--- src/rtl/alu_share_ctrl_pkg.sv ---
// ----------------------------------------------------------------------------
// alu_share_pkg
// Shared definitions for the two-requester add/sub sharing controller:
// FSM state encoding, operation codes and requester index constants.
// ----------------------------------------------------------------------------
package alu_share_pkg;

    typedef enum logic [1:0] {
        ST_IDLE = 2'd0,
        ST_EXEC = 2'd1,
        ST_DONE = 2'd2
    } state_e;

    // Value driven on the unit's select input.
    localparam logic OP_ADD = 1'b0;
    localparam logic OP_SUB = 1'b1;

    // Requester indices (also the encoding of the one-bit winner register).
    localparam logic REQ0 = 1'b0;
    localparam logic REQ1 = 1'b1;

endpackage

--- src/rtl/alu_share_ctrl_if.sv ---
// ----------------------------------------------------------------------------
// alu_share_ctrl_if
// Bundles the requester handshake/operand bus and the link to the shared
// add/sub unit.
//   req[1:0], op[1:0], a0, b0, a1, b1 : requester side inputs
//   gnt[1:0], done[1:0], result, busy : requester side outputs
//   alu_enable, alu_select, alu_a/b   : controller -> add/sub unit
//   alu_result                        : add/sub unit -> controller
// Modports: slave = the controller, master = the surrounding logic.
// ----------------------------------------------------------------------------
interface alu_share_ctrl_if #(
    parameter int DATA_W = 4
);
    logic [1:0]        req;
    logic [1:0]        op;
    logic [DATA_W-1:0] a0;
    logic [DATA_W-1:0] b0;
    logic [DATA_W-1:0] a1;
    logic [DATA_W-1:0] b1;
    logic [1:0]        gnt;
    logic [1:0]        done;
    logic [DATA_W-1:0] result;
    logic              busy;
    logic              alu_enable;
    logic              alu_select;
    logic [DATA_W-1:0] alu_a;
    logic [DATA_W-1:0] alu_b;
    logic [DATA_W-1:0] alu_result;

    modport slave (
        input  req, op, a0, b0, a1, b1, alu_result,
        output gnt, done, result, busy, alu_enable, alu_select, alu_a, alu_b
    );

    modport master (
        output req, op, a0, b0, a1, b1, alu_result,
        input  gnt, done, result, busy, alu_enable, alu_select, alu_a, alu_b
    );
endinterface

--- src/rtl/alu_share_ctrl_rr_arb2.sv ---
// ----------------------------------------------------------------------------
// rr_arb2
// Combinational two-way round-robin arbiter.
//   req_i[1:0] : request vector
//   ptr_i      : requester favoured when both request
//   gnt_o[1:0] : one-hot grant (all zero when nobody requests)
// ----------------------------------------------------------------------------
module rr_arb2 (
    input  logic [1:0] req_i,
    input  logic       ptr_i,
    output logic [1:0] gnt_o
);
    always_comb begin
        gnt_o = req_i;
        if (&req_i) begin
            gnt_o = ptr_i ? 2'b10 : 2'b01;
        end
    end
endmodule

--- src/rtl/alu_share_ctrl.sv ---
// ----------------------------------------------------------------------------
// alu_share_ctrl
// Shares one combinational add/sub unit between two requesters. A request
// seen in IDLE is arbitrated round-robin, the winner's op/operands are
// latched into the unit's inputs, the unit is driven for ALU_LAT cycles,
// its output is captured into result, and done is pulsed to the winner.
// Ports:
//   clk, rst_n  : clock, asynchronous active-low reset
//   bus         : alu_share_ctrl_if.slave (handshake, operands, unit link)
//   gnt_cnt0/1  : saturating grant counters (only with ALU_SHARE_STATS_EN)
// Optional feature macro: ALU_SHARE_STATS_EN.
// Timing: req sampled at edge n -> gnt high for the cycle after edge n,
// result valid after edge n+ALU_LAT, done high for the cycle after
// edge n+ALU_LAT+1 (which is an IDLE cycle; the next arbitration
// happens at the end of it).
// ----------------------------------------------------------------------------
module alu_share_ctrl
    import alu_share_pkg::*;
#(
    parameter int DATA_W  = 4,
    parameter int ALU_LAT = 1,
    parameter int CNT_W   = 8
) (
    input  logic             clk,
    input  logic             rst_n,
    alu_share_ctrl_if.slave  bus
`ifdef ALU_SHARE_STATS_EN
    ,
    output logic [CNT_W-1:0] gnt_cnt0,
    output logic [CNT_W-1:0] gnt_cnt1
`endif
);
    localparam int EXEC_W = (ALU_LAT > 1) ? $clog2(ALU_LAT) : 1;

    state_e              state_q, state_d;
    logic                winner_q, winner_d;
    logic                ptr_q, ptr_d;
    logic [EXEC_W-1:0]   exec_cnt_q, exec_cnt_d;
    logic [1:0]          gnt_q, gnt_d;
    logic [1:0]          done_q, done_d;
    logic                busy_q, busy_d;
    logic [DATA_W-1:0]   result_q, result_d;
    logic                en_q, en_d;
    logic                sel_q, sel_d;
    logic [DATA_W-1:0]   alu_a_q, alu_a_d;
    logic [DATA_W-1:0]   alu_b_q, alu_b_d;
    logic [1:0]          arb_gnt;

    rr_arb2 u_arb (
        .req_i (bus.req),
        .ptr_i (ptr_q),
        .gnt_o (arb_gnt)
    );

    always_comb begin
        // NOTE: every _d gets its hold/default value first, so no path through
        // the case statement leaves a signal unassigned (no latches).
        state_d    = state_q;
        winner_d   = winner_q;
        ptr_d      = ptr_q;
        exec_cnt_d = exec_cnt_q;
        gnt_d      = 2'b00;
        done_d     = 2'b00;
        result_d   = result_q;
        en_d       = en_q;
        sel_d      = sel_q;
        alu_a_d    = alu_a_q;
        alu_b_d    = alu_b_q;

        unique case (state_q)
            ST_IDLE: begin
                if (|bus.req) begin
                    winner_d   = arb_gnt[1];
                    sel_d      = arb_gnt[1] ? bus.op[1] : bus.op[0];
                    alu_a_d    = arb_gnt[1] ? bus.a1 : bus.a0;
                    alu_b_d    = arb_gnt[1] ? bus.b1 : bus.b0;
                    en_d       = 1'b1;
                    gnt_d      = arb_gnt;
                    exec_cnt_d = '0;
                    state_d    = ST_EXEC;
                end
            end
            ST_EXEC: begin
                if (exec_cnt_q == EXEC_W'(ALU_LAT - 1)) begin
                    result_d = bus.alu_result;
                    en_d     = 1'b0;
                    state_d  = ST_DONE;
                end else begin
                    exec_cnt_d = exec_cnt_q + 1'b1;
                end
            end
            ST_DONE: begin
                done_d  = (winner_q == REQ1) ? 2'b10 : 2'b01;
                ptr_d   = ~winner_q;
                state_d = ST_IDLE;
            end
            default: state_d = ST_IDLE;
        endcase

        busy_d = (state_d != ST_IDLE);
    end

    always_ff @(posedge clk or negedge rst_n) begin
        if (!rst_n) begin
            state_q    <= ST_IDLE;
            winner_q   <= REQ0;
            ptr_q      <= REQ0;
            exec_cnt_q <= '0;
            gnt_q      <= 2'b00;
            done_q     <= 2'b00;
            busy_q     <= 1'b0;
            result_q   <= '0;
            en_q       <= 1'b0;
            sel_q      <= 1'b0;
            alu_a_q    <= '0;
            alu_b_q    <= '0;
        end else begin
            // NOTE: non-blocking assignments so every register samples the
            // pre-edge values, independent of statement order.
            state_q    <= state_d;
            winner_q   <= winner_d;
            ptr_q      <= ptr_d;
            exec_cnt_q <= exec_cnt_d;
            gnt_q      <= gnt_d;
            done_q     <= done_d;
            busy_q     <= busy_d;
            result_q   <= result_d;
            en_q       <= en_d;
            sel_q      <= sel_d;
            alu_a_q    <= alu_a_d;
            alu_b_q    <= alu_b_d;
        end
    end

    assign bus.gnt        = gnt_q;
    assign bus.done       = done_q;
    assign bus.busy       = busy_q;
    assign bus.result     = result_q;
    assign bus.alu_enable = en_q;
    assign bus.alu_select = sel_q;
    assign bus.alu_a      = alu_a_q;
    assign bus.alu_b      = alu_b_q;

`ifdef ALU_SHARE_STATS_EN
    logic [CNT_W-1:0] cnt0_q, cnt1_q;

    // Counters stick at all-ones instead of wrapping.
    always_ff @(posedge clk or negedge rst_n) begin
        if (!rst_n) begin
            cnt0_q <= '0;
            cnt1_q <= '0;
        end else begin
            if (gnt_d[0] && (cnt0_q != '1)) cnt0_q <= cnt0_q + 1'b1;
            if (gnt_d[1] && (cnt1_q != '1)) cnt1_q <= cnt1_q + 1'b1;
        end
    end

    assign gnt_cnt0 = cnt0_q;
    assign gnt_cnt1 = cnt1_q;
`endif

endmodule

--- src/flat_wrapper.sv ---
// flat-port wrapper written by rule: the top's interface ports become plain ports
module alu_share_ctrl_flat import alu_share_pkg::*;
#(
    parameter int DATA_W  = 4,
    parameter int ALU_LAT = 1,
    parameter int CNT_W   = 8
)
  (clk, rst_n, bus_req, bus_op, bus_a0, bus_b0, bus_a1, bus_b1, bus_alu_result, bus_gnt, bus_done, bus_result, bus_busy, bus_alu_enable, bus_alu_select, bus_alu_a, bus_alu_b);
  alu_share_ctrl_if #(.DATA_W(DATA_W)) bus_i ();
  input  logic clk;
  input  logic rst_n;
  input wire logic [$bits(bus_i.req)-1:0] bus_req;
  input wire logic [$bits(bus_i.op)-1:0] bus_op;
  input wire logic [$bits(bus_i.a0)-1:0] bus_a0;
  input wire logic [$bits(bus_i.b0)-1:0] bus_b0;
  input wire logic [$bits(bus_i.a1)-1:0] bus_a1;
  input wire logic [$bits(bus_i.b1)-1:0] bus_b1;
  input wire logic [$bits(bus_i.alu_result)-1:0] bus_alu_result;
  output wire logic [$bits(bus_i.gnt)-1:0] bus_gnt;
  output wire logic [$bits(bus_i.done)-1:0] bus_done;
  output wire logic [$bits(bus_i.result)-1:0] bus_result;
  output wire logic [$bits(bus_i.busy)-1:0] bus_busy;
  output wire logic [$bits(bus_i.alu_enable)-1:0] bus_alu_enable;
  output wire logic [$bits(bus_i.alu_select)-1:0] bus_alu_select;
  output wire logic [$bits(bus_i.alu_a)-1:0] bus_alu_a;
  output wire logic [$bits(bus_i.alu_b)-1:0] bus_alu_b;
  assign bus_i.req = bus_req;
  assign bus_i.op = bus_op;
  assign bus_i.a0 = bus_a0;
  assign bus_i.b0 = bus_b0;
  assign bus_i.a1 = bus_a1;
  assign bus_i.b1 = bus_b1;
  assign bus_i.alu_result = bus_alu_result;
  assign bus_gnt = bus_i.gnt;
  assign bus_done = bus_i.done;
  assign bus_result = bus_i.result;
  assign bus_busy = bus_i.busy;
  assign bus_alu_enable = bus_i.alu_enable;
  assign bus_alu_select = bus_i.alu_select;
  assign bus_alu_a = bus_i.alu_a;
  assign bus_alu_b = bus_i.alu_b;
  alu_share_ctrl #(.DATA_W(DATA_W), .ALU_LAT(ALU_LAT), .CNT_W(CNT_W)) u_core (.clk(clk), .rst_n(rst_n), .bus(bus_i));
endmodule
--- config.mk ---
export PLATFORM = sky130hd
export DESIGN_NAME = alu_share_ctrl_flat
export DESIGN_NICKNAME = d
export VERILOG_FILES = /design/src/rtl/alu_share_ctrl_pkg.sv /design/src/rtl/alu_share_ctrl_if.sv /design/src/rtl/alu_share_ctrl_rr_arb2.sv /design/src/rtl/alu_share_ctrl.sv /design/src/flat_wrapper.sv
export SDC_FILE = /design/constraint.sdc
export NUM_CORES = 1
export LEC_CHECK = 0
export CORE_MARGIN = 2
export CORE_UTILIZATION = 45
export CTS_BUF_LIST = sky130_fd_sc_hd__clkbuf_4 sky130_fd_sc_hd__clkbuf_8
export DETAILED_ROUTE_END_ITERATION = 12
export GPL_TIMING_DRIVEN = 0
export PLACE_DENSITY = 0.95
export SYNTH_ARGS = -nofsm -noshare
export SYNTH_HDL_FRONTEND = slang
export SYNTH_SLANG_ARGS = --single-unit
--- constraint.sdc ---
create_clock -name clk -period 3.1 [get_ports clk]
set_input_delay 0.62 -clock clk [delete_from_list [all_inputs] [get_ports clk]]
set_output_delay 0.62 -clock clk [all_outputs]
set_load 0.05 [all_outputs]
# [Word-level counts from Yosys, hierarchy flattened]
# Index checks and enable logic that the tools add are counted.
[word_totals] reg_bits=24 inputBits=26 output_inout_bits=19 wordCells=46
[classes] n_addsub=1 eq_ne=4 mux=18 bitwise_logic=2 reduce_logical=9
[ops] op="2-to-1 mux 2 bit" n=8
[ops] op="2-to-1 mux 4 bit" n=2
[ops] op="AND reduction 2 bit" n=4
[ops] op="2-to-1 mux 1 bit" n=5
[ops] op="one-hot mux 1 bit (2 select lines)" n=2
[ops] op="one-hot mux 2 bit (2 select lines)" n=1
[ops] op="nonzero test 2 bit" n=2
[ops] op="AND reduction 3 bit" n=1
[ops] op="equality test 2 x 1 -> 1 bit, second input constant" n=1
[ops] op="equality test 2 bit, second input constant" n=1
[ops] op="logical NOT 2 bit" n=1
[ops] op="!= test 2 x 1 -> 1 bit, second input constant" n=1
[ops] op="!= test 2 bit, second input constant" n=1
[ops] op="inverter 1 bit" n=2
[ops] op="OR reduction 2 bit" n=1
[ops] op="adder 1 bit, second input constant" n=1

# [Depth between registers and ports, before layout]
[depth] depth_word=4 depth_mapped=5 ltp_nobuf=4

# [Cells and area by module]
# Synthesis repeated with hierarchy kept, for this count alone.
[hier_totals] hier_cells=65 hier_area_um2=984.7
[by_module_without_submodules] module="alu_share_ctrl" n_inst=1 cells_per_inst=62 area_each_um2=965.9 seq_area_each_um2=575.6
[by_module_without_submodules] module="rr_arb2" n_inst=1 cells_per_inst=3 area_each_um2=18.8 seq_area_each_um2=0.0

# [Worst setup path before layout]
# Ideal clock, no wire load.
[synth_path] path_type="input -> register" from="input bus_req[1]" to="register u_core.alu_a_q[0], in the netlist u_core.bus.alu_a[0]" setup_time_ns=0.082 arrival_time_ns=1.212 required_ns=3.018 setup_slack_ns=1.806 path_stages=5 path_buffers=1 path_cell_list="or2_1 > buf_6 > nand2_4 > inv_4 > a31oi_1"
[synth_between] elab_chain_len=3 elab_cells_between_ends=5 classes_between="2 x mux; 3 x reduce/logical"
[synth_lines] element="from (decl)" line="flat_wrapper.sv:12" source="input wire logic [$bits(bus_i.req)-1:0] bus_req;"
[synth_lines] element="AND reduction 2 bit" line="alu_share_ctrl_rr_arb2.sv:15" source="if (&req_i) begin"
[synth_lines] element="2-to-1 mux 2 bit" line="alu_share_ctrl_rr_arb2.sv:15"
[synth_lines] element="2-to-1 mux 4 bit" line="alu_share_ctrl.sv:75" source="alu_a_d = arb_gnt[1] ? bus.a1 : bus.a0;"
[synth_lines] element="to (signal assigned)" line="alu_share_ctrl.sv:130" source="alu_a_q <= alu_a_d;"
[synth_lines] element="to (decl)" line="alu_share_ctrl.sv:45" source="logic [DATA_W-1:0] alu_a_q, alu_a_d;"
# Several ways; a longest one is shown, not always the timed one.
# A chain may end at the register's enable or synchronous reset.

# [Worst setup path in the final report]
[layout_path] from="register u_core.en_q, in the netlist u_core.bus.alu_enable" to="output bus_alu_enable"
[layout_rtl] element="from (decl)" line="alu_share_ctrl.sv:43" source="logic en_q, en_d;"
[layout_rtl] element="from (signal assigned)" line="alu_share_ctrl.sv:128" source="en_q <= en_d;"
[layout_rtl] element="to (decl)" line="flat_wrapper.sv:23" source="output wire logic [$bits(bus_i.alu_enable)-1:0] bus_alu_enable;"
# No word-level cell between the ends.

==> out/results.tsv <==
stage	metric	value	unit
outcome	status	complete, no violations	
grt	global-route wire length before repair	3700	um
grt	largest net degree at the start of global routing	24	
setup_path	Setup crit end kind	output port	
clocking	hold buffer count at CTS	0	
floorplan	initial core utilization	0.485	
setup_path	CP top delay family	buffers and inverters	
final_layout	leading cell type in the layout, fill and taps excluded	clkdlybuf4s50_1	
synthesis	sequential share of the synthesized area	0.599	
drt	vias per inst	5.20	
synthesis	Mapped Nets	114	
setup_path	Buf+Inv Stages, Crit Path	1	
floorplan	IO Count	45	
grt	initial antenna violation count	0	
clocking	CTS tree	yes	
final_layout	Final nets	163	
pwr	total power	1.64	mW
flow_run	max-cap viol count	0	
timing	unrepaired setup endpoints after global routing	false	
floorplan	core area	1980	um2
drt	ANT nets after route	0	
timing	Setup Total Neg Slack	0	ps
synthesis	synthesis-stage register bit count	23	
clocking	Clk Latency, worst-skew pair	310	ps
setup_path	critical setup path kind	flop to output port	
clocking	Resized Gates After CTS	0	
setup_path	CP max stage delay	810	ps
timing	Hold Fails Final Rpt	0	
grt	gr ovfl total	0	
placed_design	RePlAce Congestion	0.771	
drt	drt total wl	2240	um
placed_design	IO buf count	44	
drt	DRC	0	
final_layout	Layout area overhead	52.2	%
setup_path	Max FO, Critical Path	2	
floorplan	Row Count	16	
synthesis	Synth cell types	20	
synthesis	Synth Warn #	0	
timing	Max Clock Skew	6.22	ps
synthesis	mean post-synth cell area	10.9	um2
clocking	clock sinks	23	
floorplan	die area	2520	um2
setup_path	CP Data Required Time	2480	ps
grt	GRT Overall Usage	0.203	
synthesis	Syn Inst Count	88	
floorplan	Chip Height	50.2	um
clocking	clock buffer depth	2	
clocking	cts bufs inserted	3	
final_layout	most frequent cells in the layout	clkdlybuf4s50_1 (44), dfrtp_1 (23), o21ai_0 (10)	
setup_path	Critical Path Source Type	flop	
timing	period utilization	0.680	
clocking	htree depth	1	
floorplan	DIE WIDTH	50.2	um
timing	Hold WS	502	ps
drt	vias	848	
clocking	Post-CTS Setup Repair Bufs	0	
setup_path	crit-path cells	clkdlybuf4s50_1	
pwr	PwrDens	1120	nW/um2
grt	vias in the first global route	817	
pwr	leakage	0.629	nW
clocking	root buf cell	clkbuf_4	
setup_path	crit path DAT	1490	ps
timing	Tmin final	2110	ps
setup_path	slowest CP cell	clkdlybuf4s50_1	
clocking	Worst-path clk slew	120	ps
timing	Fmax	474	MHz
drt	drt initial violations	18	
drt	Pre-antenna DRT Iters	4	
placed_design	DPL Wire Length	1710	um
timing	worst-margin pin slew	965	ps
timing	Max Slew Vio Count	0	
final_layout	# fillers	129	
pwr	worst-case vdd ir drop	0.000696	V
timing	normalized max-slew margin	0.355	
final_layout	ant diodes	0	
drt	WL/cell	13.7	um
min_path	worst min-delay path class	flop to flop	
final_layout	layout cells sized above 1	0.118	
synthesis	mapped cell area	961	um2
timing	Final setup viols	0	
cell type report:
cell class	count	area, um2	share of cell area
buffer	5	31.3	0.0214
clock buffer	3	22.5	0.0154
clock inverter	1	5.00	0.00342
inverter	4	17.5	0.0120
multi-input combinational	56	337	0.230
sequential	23	576	0.393
tap	27	33.8	0.0231
timing repair buffer	44	440	0.301
flip-flops by register name, summed over array words and instances (netlist names):
signal,flops
u_core.bus.alu_a,4
u_core.bus.alu_b,4
u_core.bus.result,4
u_core.bus.done,2
u_core.bus.gnt,2
u_core.state_q,2
u_core.bus.alu_enable,1
u_core.bus.alu_select,1
u_core.bus.busy,1
u_core.ptr_q,1
u_core.winner_q,1
metal layers:
| layer | global-route usage | part of all wire | up-vias |
|---|---|---|---|
| li1 | - | - | 408 |
| met1 | 0.236 | 0.40 | 401 |
| met2 | 0.360 | 0.54 | 35 |
| met3 | 0.0446 | 0.052 | 4 |
| met4 | 0.0787 | 0.012 | 0 |
| met5 | 0 | 0 | - |
cell families after synthesis:
| group | share of synthesized area |
|---|---|
| and+or+nand+nor | 0.130 |
| AOI/OAI and AO/OA | 0.173 |
| buffers and inverters | 0.0508 |
| muxes | 0.0469 |
| DFF | 0.599 |
synthesized netlist by cell type:
master    number  area (um2)
a21o_1         2        15.0
or2_1          1        6.26
nand2_4        1        11.3
nor2_1         2        7.51
buf_6          1        11.3
a31oi_1        9        56.3
nor2_2         1        6.26
nand3_1        9        45.0
nand2_1        1        3.75
o21ai_0       10        50.1
a21oi_1        9        45.0
nor2b_1        1        6.26
inv_4          1        6.26
mux2_2         4        45.0
inv_1          3        11.3
buf_2          4        20.0
and2b_1        1        7.51
dfrtp_1       23         576
nand2b_1       3        18.8
and3_1         2        12.5
metrics by stage:
stage	cells	area (um2)	utilization	setup WS (ps)
5_1_grt	163	1460	0.738	927
4_1_cts	163	1460	0.738	972
3_3_place_gp	159	1440	0.724	1270
2_1_floorplan	88	961	-	1810
6_report	163	1460	0.738	991
3_5_place_dp	159	1440	0.724	1210
power by group:
part / leakage, nW / total, mW / internal, mW / switching [mW]
clock: 0.0177 / 0.136 / 0.0482 / 0.0879
sequential: 0.273 / 0.512 / 0.441 / 0.0714
combinational: 0.338 / 0.997 / 0.357 / 0.640
total: 0.629 / 1.64 / 0.845 / 0.799
path summary, 6_finish.rpt:
path	cells past startpoint	slack, ps	startpoint	to
worst min register to register	1	500	u_core.winner_q$_DFFE_PN0P_	u_core.bus.done[0]$_DFF_PN0_
max in group asynchronous	1	1680	rst_n	u_core.bus.alu_b[1]$_DFFE_PN0P_
min in group asynchronous	1	830	rst_n	u_core.bus.gnt[1]$_DFF_PN0_
worst max register to register	4	1890	u_core.ptr_q$_DFFE_PN0N_	u_core.winner_q$_DFFE_PN0P_
worst max-delay path	1	990	u_core.bus.alu_enable$_DFFE_PN0P_	bus_alu_enable
worst min-delay path	1	500	u_core.winner_q$_DFFE_PN0P_	u_core.bus.done[0]$_DFF_PN0_
Note: power is estimated with default switching activity, not from simulation.
